`config.mk`:
```
export PLATFORM = sky130hd
export DESIGN_NAME = l1a_cmd_decoder
export DESIGN_NICKNAME = d
export VERILOG_FILES = /design/src/rtl/l1a_pkg.sv /design/src/rtl/l1a_cmd_map.sv /design/src/rtl/l1a_cmd_decoder.sv
export SDC_FILE = /design/constraint.sdc
export NUM_CORES = 1
export LEC_CHECK = 0
export ABC_AREA = 1
export CAP_MARGIN = 10
export CORE_MARGIN = 2
export CORE_UTILIZATION = 32
export DETAILED_ROUTE_END_ITERATION = 8
export PLACE_DENSITY = 0.64
export SLEW_MARGIN = 20
export SYNTH_ARGS = -nofsm -noshare
export SYNTH_HDL_FRONTEND = slang
export SYNTH_HIERARCHICAL = 1
export SYNTH_SLANG_ARGS = --single-unit
```
`constraint.sdc`:
```
create_clock -name clk -period 2.13 [get_ports clk]
set_input_delay 0.213 -clock clk [delete_from_list [all_inputs] [get_ports clk]]
set_output_delay 0.213 -clock clk [all_outputs]
set_load 0.005 [all_outputs]
```
`src/rtl/l1a_pkg.sv`:
```
// Shared types and command codes for the serial L1A trigger-command decoder.
package l1a_pkg;

  typedef enum logic [1:0] {UNLOCK, IDLE, SHIFT, PARITY} state_t;

  localparam logic [7:0] CMD_L1A    = 8'd0;
  localparam logic [7:0] CMD_DELTA  = 8'd1;
  localparam logic [7:0] CMD_ALIGN  = 8'd2;
  localparam logic [7:0] CMD_L1A_PS = 8'd4;
  localparam logic [7:0] CMD_PL1A   = 8'd6;
  localparam logic [7:0] CMD_RST    = 8'd7;

  typedef struct packed {
    logic l1a;
    logic ps;
    logic pl1a;
    logic align;
    logic delta;
    logic rst_cmd;
  } strobe_t;

  // Codes are zero-extended to 8 bits so one comparison serves every CODE_W.
  function automatic logic is_l1a(input logic [7:0] code);
    return (code == CMD_L1A) || (code == CMD_L1A_PS);
  endfunction

endpackage

```
`src/rtl/l1a_cmd_map.sv`:
```
// Registered mapping of a decoded command code onto one-cycle strobes.
module l1a_cmd_map
  import l1a_pkg::*;
#(
  parameter int CODE_W = 3
) (
  input  logic              clk,
  input  logic              rst,
  input  logic              dec_en,
  input  logic [CODE_W-1:0] code,
  output strobe_t           strobes,
  output logic              cmd_unknown
);

  logic [7:0] code_ext;
  strobe_t    map_nxt;
  logic       unk_nxt;

  assign code_ext = 8'(code);

  always_comb begin
    map_nxt = '0;
    unk_nxt = 1'b0;
    case (code_ext)
      CMD_L1A:    map_nxt.l1a = 1'b1;
      CMD_DELTA:  map_nxt.delta = 1'b1;
      CMD_ALIGN:  map_nxt.align = 1'b1;
      CMD_L1A_PS: begin
        map_nxt.l1a = 1'b1;
        map_nxt.ps  = 1'b1;
      end
      CMD_PL1A:   map_nxt.pl1a = 1'b1;
      CMD_RST:    map_nxt.rst_cmd = 1'b1;
      default:    unk_nxt = 1'b1;
    endcase
  end

  // Strobe register stage: high only on the cycle after a decode.
  always_ff @(posedge clk) begin
    if (rst) begin
      strobes     <= '0;
      cmd_unknown <= 1'b0;
    end else begin
      strobes     <= dec_en ? map_nxt : '0;
      cmd_unknown <= dec_en & unk_nxt;
    end
  end

endmodule

```
`src/rtl/l1a_cmd_decoder.sv`:
```
// Serial trigger-command decoder: frame lock, deserialiser, strobes, L1A counter.
// Optional even-parity bit per frame is enabled by defining L1A_PARITY_EN.
module l1a_cmd_decoder
  import l1a_pkg::*;
#(
  parameter int CODE_W   = 3,
  parameter int IDLE_LEN = 4,
  parameter int CNT_W    = 16
) (
  input  logic              clk,
  input  logic              rst,
  input  logic              in,
  output logic              locked,
  output logic              L1A,
  output logic              PS,
  output logic              PL1A,
  output logic              ALIGN,
  output logic              DELTA,
  output logic              RST_CMD,
  output logic              cmd_valid,
  output logic [CODE_W-1:0] cmd_code,
  output logic              cmd_unknown,
  output logic              err_parity,
  output logic [CNT_W-1:0]  l1a_cnt
);

  localparam logic [3:0]       ZLAST   = 4'(IDLE_LEN - 1);
  localparam logic [3:0]       BLAST   = 4'(CODE_W - 1);
  localparam logic [CNT_W-1:0] CNT_ONE = CNT_W'(1);

  state_t            state, state_nxt;
  logic [3:0]        zcnt;
  logic [3:0]        bcnt;
  logic [CODE_W-1:0] shreg;
  logic [CODE_W-1:0] shift_nxt;
  logic [CODE_W-1:0] dec_code;
  logic              dec_en;
  strobe_t           strobes;
`ifdef L1A_PARITY_EN
  logic              par_fail;
`endif

  assign shift_nxt = {shreg[CODE_W-2:0], in};
  assign locked    = (state != UNLOCK);

  // State, deserialiser and counter registers.
  always_ff @(posedge clk) begin
    if (rst) begin
      state     <= UNLOCK;
      zcnt      <= '0;
      bcnt      <= '0;
      shreg     <= '0;
      cmd_valid <= 1'b0;
      cmd_code  <= '0;
      l1a_cnt   <= '0;
    end else begin
      state <= state_nxt;
      zcnt  <= (state == UNLOCK && state_nxt == UNLOCK && !in) ? zcnt + 4'd1 : 4'd0;
      bcnt  <= (state == SHIFT) ? bcnt + 4'd1 : 4'd0;
      if (state == SHIFT) shreg <= shift_nxt;
      cmd_valid <= dec_en;
      if (dec_en) cmd_code <= dec_code;
      // RST_CMD is already a registered strobe, so the clear lands one edge later.
      if (strobes.rst_cmd) l1a_cnt <= '0;
      else if (dec_en && is_l1a(8'(dec_code))) l1a_cnt <= l1a_cnt + CNT_ONE;
    end
  end

  always_comb begin
    state_nxt = state;
    case (state)
      UNLOCK: if (!in && zcnt == ZLAST) state_nxt = IDLE;
      IDLE:   if (in) state_nxt = SHIFT;
      SHIFT: begin
        if (bcnt == BLAST) begin
`ifdef L1A_PARITY_EN
          state_nxt = PARITY;
`else
          state_nxt = IDLE;
`endif
        end
      end
`ifdef L1A_PARITY_EN
      PARITY: state_nxt = par_fail ? UNLOCK : IDLE;
`endif
      default: state_nxt = UNLOCK;
    endcase
  end

  // Decode fires on the cycle the final frame bit is on the line.
  always_comb begin
    dec_en   = 1'b0;
    dec_code = shift_nxt;
`ifdef L1A_PARITY_EN
    par_fail = 1'b0;
    if (state == PARITY) begin
      dec_code = shreg;
      if (in == ^shreg) dec_en = 1'b1;
      else par_fail = 1'b1;
    end
`else
    if (state == SHIFT && bcnt == BLAST) dec_en = 1'b1;
`endif
  end

`ifdef L1A_PARITY_EN
  always_ff @(posedge clk) begin
    if (rst) err_parity <= 1'b0;
    else err_parity <= par_fail;
  end
`else
  assign err_parity = 1'b0;
`endif

  l1a_cmd_map #(.CODE_W(CODE_W)) u_map (
    .clk         (clk),
    .rst         (rst),
    .dec_en      (dec_en),
    .code        (dec_code),
    .strobes     (strobes),
    .cmd_unknown (cmd_unknown)
  );

  assign L1A     = strobes.l1a;
  assign PS      = strobes.ps;
  assign PL1A    = strobes.pl1a;
  assign ALIGN   = strobes.align;
  assign DELTA   = strobes.delta;
  assign RST_CMD = strobes.rst_cmd;

endmodule

```
# After elaboration in Yosys (flattened, before gate mapping)
# Cells that the tools add are included.
# Widths: inputs -> output; s select.
dict set report word_totals {
  regBits 39
  input_bits 3
  out_inout_bits 29
  elab_cells 60
}
dict set report op_classes {
  addsub 3
  eq_ne 9
  muxes 12
  bitwise 4
  reduce_logical 18
}
# operator count
set ops {}
lappend ops {{$add 16x1->16 const B} 1}
lappend ops {{$reduce_or 2->1} 5}
lappend ops {{$eq 3x3->1 const B} 3}
lappend ops {{$add 4x1->4 const B} 2}
lappend ops {{$eq 4x2->1 const B} 2}
lappend ops {{$logic_not 8->1} 1}
lappend ops {{$mux 1} 8}
lappend ops {{$mux 2} 3}
lappend ops {{$pmux 2 s3} 1}
lappend ops {{$reduce_or 6->1} 1}
lappend ops {{$logic_and 1x1->1} 5}
lappend ops {{$logic_not 2->1} 2}
lappend ops {{$eq 3x1->1 const B} 1}
lappend ops {{$eq 3x2->1 const B} 1}
lappend ops {{$logic_not 3->1} 1}
lappend ops {{$not 1->1} 3}
lappend ops {{$eq 2x1->1 const B} 1}
lappend ops {{$eq 2x2->1 const B} 1}
lappend ops {{$reduce_bool 2->1} 1}
lappend ops {{$and 1x1->1} 1}
lappend ops {{$logic_not 1->1} 1}
lappend ops {{$logic_or 1x1->1} 1}

# Longest topological paths before layout
# Gate-level depths: netlist of run 1.
dict set report depth {
  word_depth 9
  depth_mapped 9
  mapped_depth_nobuf 9
}

# By module
# The synthesis of run 1 kept the hierarchy.
# module instances cells_per_inst area_per_inst_um2 seq_area_each_um2
set modules_own_cells {}
lappend modules_own_cells {l1a_cmd_decoder 1 226 1559.0 640.6}
lappend modules_own_cells {l1a_cmd_map 1 25 234.0 140.1}

# Worst setup path after synthesis of run 1
# No wires, ideal clock.
dict set report synth_timing {
  kind {register -> register}
  start {register l1a_cnt[0]}
  end {register l1a_cnt[14]}
  setup_ps 110
  t_arrival_ps 1263
  t_required_ps 2020
  path_slack_ps 757
  path_stages_with_launch 9
  path_buffers 0
  period_less_slack_ps 1373
  cell_sequence {dfxtp_1 ha_1 nand3_1 nor2_1 nand2_1 nor2_1 nand3_1 nand2_1 nor2_1}
}
dict set report synth_via {
  elab_chain_cells 1
}
# item line
set synth_lines {}
lappend synth_lines {{start: declaration} l1a_cmd_decoder.sv:24} ;# output logic [CNT_W-1:0] l1a_cnt
lappend synth_lines {{start signal: assignment} l1a_cmd_decoder.sv:65} ;# else if (dec_en && is_l1a(8'(dec_code))) l1a_cnt <= l1a_cnt + CNT_ONE;
lappend synth_lines {{$add 16x1->16} l1a_cmd_decoder.sv:65}
# Every way passes these cells.
# A chain may end at the register's enable or synchronous reset.

# Worst setup path in the final report of run 1
dict set report layout_timing {
  start {register bcnt[0]}
  end {register l1a_cnt[14]}
}
dict set report layout_via {
  elab_chain_cells 4
}
# item line
set layout_lines {}
lappend layout_lines {{start: declaration} l1a_cmd_decoder.sv:33} ;# logic [3:0] bcnt;
lappend layout_lines {{start signal: assignment} l1a_cmd_decoder.sv:59} ;# bcnt <= (state == SHIFT) ? bcnt + 4'd1 : 4'd0;
lappend layout_lines {{$eq 4x2->1} l1a_cmd_decoder.sv:102} ;# if (state == SHIFT && bcnt == BLAST) dec_en = 1'b1;
lappend layout_lines {{$logic_and 1x1->1} l1a_cmd_decoder.sv:102}
lappend layout_lines {{$mux 1} l1a_cmd_decoder.sv:102}
lappend layout_lines {{$logic_and 1x1->1} l1a_cmd_decoder.sv:65}
# Every way passes these cells.

==> metrics.yaml, run 1 <==
layout:
  post-route-util: 0.415
  drive_above_1_share: 0.0732
  nNetsFinal: 294
  syn2layout_area_growth_pct: 26.7
  n_antenna_cell: 0
detailed_routing:
  dr.pass1.iters: 4
  vias_per_cell: 4.44
  wl_um: 3460
  dr_total_vias: 1594
  wl_per_cell_um: 9.65
  drt-initial-drc-count: 121
  route.detailed.drc: 0
  drtAntennaViolNets: 0
grt:
  grt_pass1_vias: 1408
  grt_max_degree: 17
  grt_overflow: 0
  antenna_found_initial: 0
  grt_first_pass_wirelength_um: 6100
  grt_usage: 0.124
critical_path:
  rrSetupSlack_ns: 0.49
  ff2ff_path_depth: 9
  reg2reg_from: "bcnt[0]"
  crit_family: "simple AND/OR/NAND/NOR gates"
  path_cells: "inv_1 > ha_1 > nand2_1 > nor2_1 > nand3_1 > nor2_1 > nand3_1 > nand2_1 > nor2_1"
  arrival_ns: 1.83
  cpMostUsedCell: "nor2_1"
  slowest_delay_ns: 0.34
  startpoint_type: "flop"
  criticalPathCategory: "flop to flop"
  worst_path_max_delay_cell: "dfxtp_1"
  r2r-end: "l1a_cnt[14]"
  crit_start: "bcnt[0]"
  cp_data_required_time_ns: 2.33
  cp_num_buf_inv: 1
  cp-end-kind: "flop"
  path_max_fanout: 8
floorplan:
  initial_utilization: 0.328
  die_w_um: 78.9
  fp-row-count: 27
  pin_count: 32
  core_area_sq_mm: 0.00547
  die_h_um: 78.9
  dieArea_sq_mm: 0.00622
hold_path:
  worstHoldPathType: "flop to flop"
  min_to: "zcnt[0]"
  hold_depth: 1
  hp-start: "zcnt[0]"
logic_synthesis:
  yosysSeqAreaShare: 0.435
  synth_area_sq_mm: 0.00179
  yosys_warnings: 6
  synth_top_area_share: 0.435
  synth_cell_type_count: 27
  synthTopCellsByArea: "dfxtp_1 (44%), nor2_1 (12%), nand2_1 (11%), inv_1 (7.1%), nand3_1 (6.1%)"
  synthCells: 251
  synth_top_cell_by_area: "dfxtp_1"
  syn_area_per_cell_sq_um: 7.14
  syn-num-nets: 258
  synth-seq-cells: 39
place:
  numPortBuffers: 30
  gp_congestion: 0.808
  dpl.hpwl_um: 2570
sta:
  max_freq_mhz: 610
  tns_ns: 0
  setup_viol: 0
  clock_skew_ns: 0.00542
  slew_violations: 0
  final-hold-violation-count: 0
  rsz0062_at_grt: "false"
  final.period_utilization: 0.769
  fin_crit_ns: 1.64
clock_tree:
  clk_latency_ns: 0.29
  cts_hold_buf: 0
  clkTransAtPathRegs_ns: 0.08
  cts_sinks: 39
  root_buffer: "clkbuf_8"
  cts_buffers: 5
  postCtsSetupBuffers: 0
  htreeDepth: 2
  cts_tree: "built"
  post_cts_resized: 0
  cts_buffer_depth: 2
power_and_ir_drop:
  p_leak_nw: 0.871
  ir_worst_vdd_uv: 242
  powerDensity_mw_per_mm2: 604
run:
  cap_violations: 0
run_status:
  status: "complete, no violations"
[flip-flops by register name (all words and copies together), names as in the netlist]
register,cells
cmd_code,3
l1a_cnt,16
bcnt,4
cmd_valid,1
u_map/strobes,6
u_map/cmd_unknown,1
shreg,2
zcnt,4
state,2
[kinds of logic (layout without fill, tap and decap cells)]
kind of cell / after synthesis / in the layout / share of synthesized area
AOI/OAI and AO/OA: 17 / 17 / 0.0593
xor gates and xnor gates: 3 / 3 / 0.0147
adders and majority gates: 4 / 4 / 0.0279
buffers and inverters: 39 / 75 / 0.0935
DFF: 39 / 39 / 0.435
other: 1 / 1 / 0.00209
and+or+nand+nor: 148 / 148 / 0.367
[report_power, final]
part | switching (mW) | leakage [nW] | internal [mW] | total, mW
sequential | 0.00164 | 0.314 | 0.731 | 0.732
clock | 0.259 | 0.0502 | 0.342 | 0.601
combinational | 0.0249 | 0.507 | 0.0130 | 0.0379
total | 0.285 | 0.871 | 1.09 | 1.37
[routing by layer]
metal	share of wire	wire length, um	vias to the layer above	track usage
met2	0.46	1580	22	0.196
met1	0.49	1690	713	0.157
li1	-	-	853	-
met5	0	0	-	0
met4	0.017	59	0	0.0517
met3	0.040	139	6	0.0375
[layout by cell type (no fill, tap or decap), drive strengths merged, types with 2 or more instances in the layout]
master         synthesis  layout
nor2                  61      61
nand2                 53      53
dfxtp                 39      39
inv                   36      36
clkdlybuf4s50          0      30
nand3                 23      23
o21ai                  8       8
nor3                   7       7
clkbuf                 0       5
a21oi                  5       5
ha                     4       4
nand4                  3       3
xnor2                  2       2
a211oi                 2       2
o21bai                 2       2
buf                    3       2
[worst max path at each step]
stage | end | slack [ns] | cells after the start
after floorplan | l1a_cnt[14] | 0.76 | 8
after global routing | l1a_cnt[15] | 0.32 | 9
final | l1a_cnt[14] | 0.49 | 9
after global placement | l1a_cnt[15] | 0.54 | 7
after CTS | l1a_cnt[15] | 0.49 | 9
after detailed placement | l1a_cnt[15] | 0.50 | 7
[metrics by stage]
| stage | hold slack [ns] | total power [mW] | setup slack, ns | std cells | instance area, sq um |
|---|---|---|---|---|---|
| after floorplan | 0.283 | 0.773 | 0.757 | 251 | 1790 |
| after global placement | 0.433 | 0.787 | 0.539 | 352 | 2170 |
| after detailed placement | 0.442 | 0.787 | 0.502 | 352 | 2170 |
| after CTS | 0.453 | 1.39 | 0.492 | 359 | 2270 |
| after global routing | 0.464 | 1.43 | 0.316 | 359 | 2270 |
| final | 0.451 | 1.37 | 0.492 | 359 | 2270 |
[cells in the mapped netlist]
cell,number
conb_1,1
buf_12,1
ha_1,4
o21bai_1,2
nand3_1,22
nand2_2,1
buf_4,1
nor3_1,4
o21ai_0,6
nor3b_1,1
nor2_1,59
a211oi_1,2
nand2_1,52
o21ai_2,2
a21oi_1,4
nor2_8,1
nor2_4,1
nand3_4,1
buf_2,1
nor3_2,3
nand4_1,3
xor2_1,1
a21oi_2,1
inv_2,2
dfxtp_1,39
inv_1,34
xnor2_1,2
[final cells by class]
type                       instances  area [sq um]
fill                             564          3200
multi-input combinational        173           845
sequential                        39           781
timing repair buffer              32           315
inverter                          36           135
tap                               72          90.1
clock buffer                       5          68.8
clock inverter                     2          37.5
Note: power is estimated with default switching activity, not from simulation.
==> inputs of run 2 (changes only) <==
PLACE_DENSITY = 0.66   (was 0.64)
clock period = 1.3 ns   (was 2.13 ns; I/O delays follow)
==> metrics.yaml, run 2 (synthesized netlist as in run 1, its figures left out) <==
run_status:
  status: "complete, but fails checks"
  violations: "setup timing"
power_and_ir_drop:
  powerDensity_mw_per_mm2: 756  # +25%
  power_frac_clock: 0.387  # -0.051
  ir_worst_vdd_uv: 553  # +130%
  p_int_mw: 1.58  # +46%
  p_seq_frac: 0.574  # +0.040
  p_leak_nw: 1.19  # +36%
  net-switching-power_uw: 472  # +65%
  combPwrFrac: 0.039  # +0.011
  swShare: 0.230  # +0.0215
sta:
  slew_violations: 0  # unchanged
  hold_ws_ns: 0.436  # -0.0153 ns
  max_freq_mhz: 753  # +23%
  fin_ws_ns: -0.0289  # -0.521 ns
  clock_skew_ns: 0.00682  # +0.00140 ns
  fin_crit_ns: 1.33  # -0.309 ns
  final.period_utilization: 1.02  # +0.253
  setup_viol: 11  # +11
  final-hold-violation-count: 0  # unchanged
  rsz0062_at_grt: "true"
hold_path:
  worstHoldPathType: "flop to flop"
critical_path:
  path_max_fanout: 5  # -3
  crit_family: "buffers and inverters"
  arrival_ns: 1.56  # -0.27 ns
  path_cells: "inv_2 > ha_4 > buf_6 > nand3_4 > buf_4 > nand3_1 > inv_2 > buf_4 > nor2_1"
  cp_num_buf_inv: 5  # +4
  cp-end-kind: "flop"
  worst_path_max_delay_cell: "dfxtp_2"
  cp_data_required_time_ns: 1.53  # -0.80 ns
  slowest_delay_ns: 0.32  # -0.02 ns
  criticalPathCategory: "flop to flop"
  startpoint_type: "flop"
grt:
  antenna_found_initial: 0  # unchanged
  grt_overflow: 0  # unchanged
  grt_usage: 0.144  # +0.0202
  grt_pass1_vias: 1656  # +18%
  grt_first_pass_wirelength_um: 7210  # +18%
  grt_max_degree: 15  # -2
clock_tree:
  clk_latency_ns: 0.29  # about the same
  root_buffer: "clkbuf_8"
  cts_sinks: 39  # unchanged
  cts_buffers: 5  # unchanged
  cts_tree: "built"
  clkTransAtPathRegs_ns: 0.08  # about the same
  cts_buffer_depth: 2  # unchanged
  htreeDepth: 2  # unchanged
layout:
  post-route-util: 0.497  # +0.0814
  largest_register: "l1a_cnt"
  syn2layout_area_growth_pct: 51.6
  reg.largest.list: "l1a_cnt: 16 flops, u_map/strobes: 6 flops"
  mostFrequentLayoutCells: "nor2_1 (47), nand2_1 (47), inv_1 (31)"
  largest_register_ffs: 16  # unchanged
  n_antenna_cell: 0  # unchanged
  nNetsFinal: 323  # +9.9%
  drive_above_1_share: 0.341  # +0.268
detailed_routing:
  wl_per_cell_um: 10.9  # +13%
  dr_total_vias: 1731  # +8.6%
  drtAntennaViolNets: 0  # unchanged
  vias_per_cell: 4.45  # +0.22%
  route.detailed.drc: 0  # unchanged
  dr.pass1.iters: 4  # unchanged
  wl_um: 4240  # +22%
  drt-initial-drc-count: 53  # -56%
floorplan:
  dieArea_sq_mm: 0.00622  # unchanged
  pin_count: 32  # unchanged
  die_w_um: 78.9  # unchanged
  die_h_um: 78.9  # unchanged
  initial_utilization: 0.328  # unchanged
  fp-row-count: 27  # unchanged
  core_area_sq_mm: 0.00547  # unchanged
place:
  dpl.hpwl_um: 2850  # +11%
  gp_congestion: 0.858  # +6.3%
  numPortBuffers: 30  # unchanged
run:
  cap_violations: 0  # unchanged
[run 2: cell types whose count changed in the layout (fill, tap and decap cells not counted), moves of 7 or more]
cell             before  now
buf_4                 2   26
dfxtp_1              39   15
dfxtp_2               0   15
nor2_1               59   47
clkdlybuf4s50_1      30   19
dfxtp_4               0    9
nand3_1              22   13
dlymetal6s2s_1        0    7
nand3_2               0    7
nor2_2                0    7
[run 2: final cells by class]
| class | count | area (sq um) |
|---|---|---|
| Fill cell | 545 | 2760 |
| Tap cell | 72 | 90.1 |
| Clock inverter | 2 | 12.5 |
| Multi-Input combinational cell | 174 | 1020 |
| Inverter | 36 | 135 |
| Clock buffer | 6 | 72.6 |
| Sequential cell | 39 | 833 |
| Timing Repair Buffer | 60 | 553 |
[run 2: worst paths after layout]
check	start	to	slack, ns	depth (start not counted)
worst max-delay path	bcnt[0]	state[0]	-0.03	9
worst min-delay path	zcnt[0]	zcnt[0]	0.44	1
worst max register to register	bcnt[0]	state[0]	-0.03	9
worst min register to register	zcnt[0]	zcnt[0]	0.44	1
[run 2: repair_timing]
| action | 4_1_cts | 5_1_grt |
|---|---|---|
| endpoints found under the setup margin | 30 | 42 |
| cloned | 1 | 0 |
| resized for setup | 44 | 37 |
| pin swaps | 8 | 11 |
| hold buffers | 0 | 0 |
| setup buffers | 9 | 1 |
[run 2: metal layers]
| metal | routed length (um) | vias up | track usage |
|---|---|---|---|
| li1 | - | 911 | - |
| met1 | 1920 | 784 | 0.179 |
| met2 | 2110 | 30 | 0.250 |
| met3 | 159 | 6 | 0.0261 |
| met4 | 57 | 0 | 0.0517 |
| met5 | 0 | - | 0 |
[run 2: metrics by stage]
step / cells / total power [mW] / instance area [sq um] / TNS [ns] / setup WS (ns)
2_1_floorplan: 251 / 1.27 / 1820 / -0.00194 / -0.00194
3_3_place_gp: 370 / 1.30 / 2330 / -2.40 / -0.192
3_5_place_dp: 370 / 1.30 / 2330 / -2.74 / -0.244
4_1_cts: 388 / 2.08 / 2610 / -0.0308 / -0.0155
5_1_grt: 389 / 2.13 / 2720 / -1.95 / -0.109
6_report: 389 / 2.06 / 2720 / -0.125 / -0.0289
[run 2: worst register-to-register path, cell delays in order, from the launching register on]
cell and delay [ns]:
dfxtp_2 0.32, inv_2 0.06, ha_4 0.14, buf_6 0.09
nand3_4 0.13, buf_4 0.18, nand3_1 0.09, inv_2 0.06
buf_4 0.13, nor2_1 0.07
[run 2: power by group through the flow]
stage	Combinational, mW	Clock [mW]	Sequential (mW)
after floorplan	0.0397	0	1.23
after global placement	0.0691	0	1.23
after detailed placement	0.0699	0	1.23
after CTS	0.0745	0.819	1.18
after global routing	0.0878	0.859	1.18
final	0.0796	0.795	1.18
==> inputs of run 3 (changes only) <==
--- a/config.mk
+++ b/config.mk
@@ -12,2 +12,3 @@
 export DETAILED_ROUTE_END_ITERATION = 8
+export MAX_ROUTING_LAYER = met4
 export PLACE_DENSITY = 0.66
--- a/constraint.sdc
+++ b/constraint.sdc
@@ -3,2 +3,2 @@
 set_output_delay 0.13 -clock clk [all_outputs]
-set_load 0.005 [all_outputs]
+set_load 0.1 [all_outputs]
==> metrics.yaml, run 3 (synthesized netlist as in run 1, its figures left out) <==
power_and_ir_drop:
  p_leak_nw: 1.12  # -5.5%
  power_frac_clock: 0.393  # +0.006
  net-switching-power_uw: 472  # -0.11%
  swShare: 0.225  # -0.00440
  powerDensity_mw_per_mm2: 725  # -4.2%
  p_int_mw: 1.62  # +2.4%
  p_seq_frac: 0.563  # -0.011
  combPwrFrac: 0.043  # +0.004
  report.power.total_mw: 2.09  # +1.8%
  ir_worst_vdd_uv: 426  # -23%
clock_tree:
  clk_latency_ns: 0.29  # about the same
  cts_hold_buf: 0  # unchanged
  root_buffer: "clkbuf_8"
  cts_buffers: 5  # unchanged
  cts_tree: "built"
  htreeDepth: 2  # unchanged
  clkTransAtPathRegs_ns: 0.08  # about the same
  cts_sinks: 39  # unchanged
  cts_buffer_depth: 2  # unchanged
critical_path:
  path_max_fanout: 8  # +3
  startpoint_type: "flop"
  crit_start: "bcnt[0]"
  cp-end-kind: "flop"
  cp_data_required_time_ns: 1.50  # -0.03 ns
  arrival_ns: 1.51  # -0.05 ns
  rrSetupSlack_ns: -0.02  # about the same
  cp_num_buf_inv: 1  # -4
  crit_end: "l1a_cnt[15]"
  cp.depth: 9  # unchanged
  r2r-end: "l1a_cnt[15]"
  cpMostUsedCell: "nor2_4"
  reg2reg_from: "bcnt[0]"
  worst_path_max_delay_cell: "dfxtp_2"
  slowest_delay_ns: 0.33  # about the same
  criticalPathCategory: "flop to flop"
  path_cells: "inv_2 > ha_4 > nand2_2 > nor2_4 > nand3_4 > nor2_4 > nand3_2 > nand2_1 > nor2_1"
  crit_family: "simple AND/OR/NAND/NOR gates"
  ff2ff_path_depth: 9  # unchanged
grt:
  grt_first_pass_wirelength_um: 6960  # -3.4%
  grt_pass1_vias: 1642  # -0.85%
  grt_max_degree: 15  # unchanged
  antenna_found_initial: 0  # unchanged
  grt_usage: 0.143  # -0.00107
  grt_overflow: 0  # unchanged
layout:
  largest_register: "l1a_cnt"
  post-route-util: 0.528  # +0.0313
  mostFrequentLayoutCells: "nand2_1 (49), nor2_1 (47), inv_1 (31)"
  n_antenna_cell: 0  # unchanged
  nNetsFinal: 314  # -2.8%
  reg.largest.list: "l1a_cnt: 16 flops, u_map/strobes: 6 flops"
  syn2layout_area_growth_pct: 61.1
  drive_above_1_share: 0.375  # +0.0339
  final_common_cell: "nand2_1"
  largest_register_ffs: 16  # unchanged
floorplan:
  core_area_sq_mm: 0.00547  # unchanged
  pin_count: 32  # unchanged
  fp-row-count: 27  # unchanged
  dieArea_sq_mm: 0.00622  # unchanged
  die_w_um: 78.9  # unchanged
  die_h_um: 78.9  # unchanged
  initial_utilization: 0.328  # unchanged
sta:
  hold_ws_ns: 0.446  # +0.00973 ns
  rsz0062_at_grt: "true"
  fin_ws_ns: -0.0180  # +0.0109 ns
  fin_crit_ns: 1.32  # -0.0109 ns
  final.period_utilization: 1.01  # -0.00837
  max_freq_mhz: 759  # +0.83%
  setup_viol: 2  # -9
  clock_skew_ns: 0.00798  # +0.00117 ns
  slew_violations: 0  # unchanged
  final-hold-violation-count: 0  # unchanged
place:
  gp_congestion: 0.822  # -4.3%
  pre_cts_ws_ns: -0.215  # +0.0296 ns
  numPortBuffers: 30  # unchanged
  dpl.hpwl_um: 2980  # +4.5%
run:
  cap_violations: 0  # unchanged
detailed_routing:
  dr.pass1.iters: 6  # +2
  drtAntennaViolNets: 0  # unchanged
  vias_per_cell: 4.50  # +1.1%
  wl_per_cell_um: 10.8  # -1.2%
  wl_um: 4080  # -3.7%
  route.detailed.drc: 0  # unchanged
  drt-initial-drc-count: 89  # +68%
  dr_total_vias: 1705  # -1.5%
run_status:
  violations: "setup timing"
  status: "complete, but fails checks"
hold_path:
  hp-start: "zcnt[0]"
  worstHoldPathType: "flop to flop"
-- run 3: changes by cell type in the layout (fill, tap and decap cells not counted), moves of 3 or more --
cell / change
buf_12: +28
clkdlybuf4s50_1: -17
buf_4: -7
dfxtp_2: -7
dlymetal6s2s_1: -7
dfxtp_1: +6
dlygate4sd2_1: -4
nand2_2: -3
nand3_1: +3
nand3_2: -3
-- run 3: what timing repair did --
action | 4_1_cts | 5_1_grt
resized for setup | 13 | 17
pin swaps | 6 | 4
buffers inserted | 1 | 3
setup endpoints to repair | 12 | 30
cloned | 1 | 0
-- run 3: worst min path at each step --
stage | slack [ns] | cells after the start | to
6_report | 0.45 | 1 | zcnt[0]
5_1_grt | 0.47 | 1 | zcnt[0]
4_1_cts | 0.45 | 1 | zcnt[0]
3_5_place_dp | 0.44 | 1 | zcnt[0]
3_3_place_gp | 0.43 | 1 | zcnt[0]
2_1_floorplan | 0.20 | 1 | u_map/strobes[3]
-- run 3: power by group through the flow --
stage / clock, mW / sequential [mW] / combinational [mW]
2_1_floorplan: 0 / 1.21 / 0.0536
3_3_place_gp: 0 / 1.21 / 0.0804
3_5_place_dp: 0 / 1.21 / 0.0811
4_1_cts: 0.854 / 1.18 / 0.0840
5_1_grt: 0.902 / 1.18 / 0.100
6_report: 0.824 / 1.18 / 0.0906
-- run 3: cell type report --
class,count,area (sq um)
clock buffers,6,82.6
clock inverters,1,5.00
fillers,504,2580
inverters,36,135
multi-input cells,174,1000
flip-flops and latches,39,828
well taps,72,90.1
repair buffers,51,746
-- run 3: per-stage QoR --
stage / TNS [ns] / std cells / instance area, sq um
final: -0.0325 / 379 / 2890
after global routing: -0.979 / 379 / 2890
after CTS: -0.0631 / 376 / 2830
after detailed placement: -2.48 / 367 / 2670
after global placement: -2.38 / 367 / 2670
after floorplan: -0.409 / 251 / 1900
-- run 3: routing by layer --
| metal | GRT usage | part of all wire | vias up |
|---|---|---|---|
| met1 | 0.168 | 0.45 | 783 |
| met5 | - | 0 | - |
| met2 | 0.235 | 0.50 | 26 |
| met3 | 0.0261 | 0.031 | 7 |
| li1 | - | - | 889 |
| met4 | 0.0724 | 0.019 | 0 |
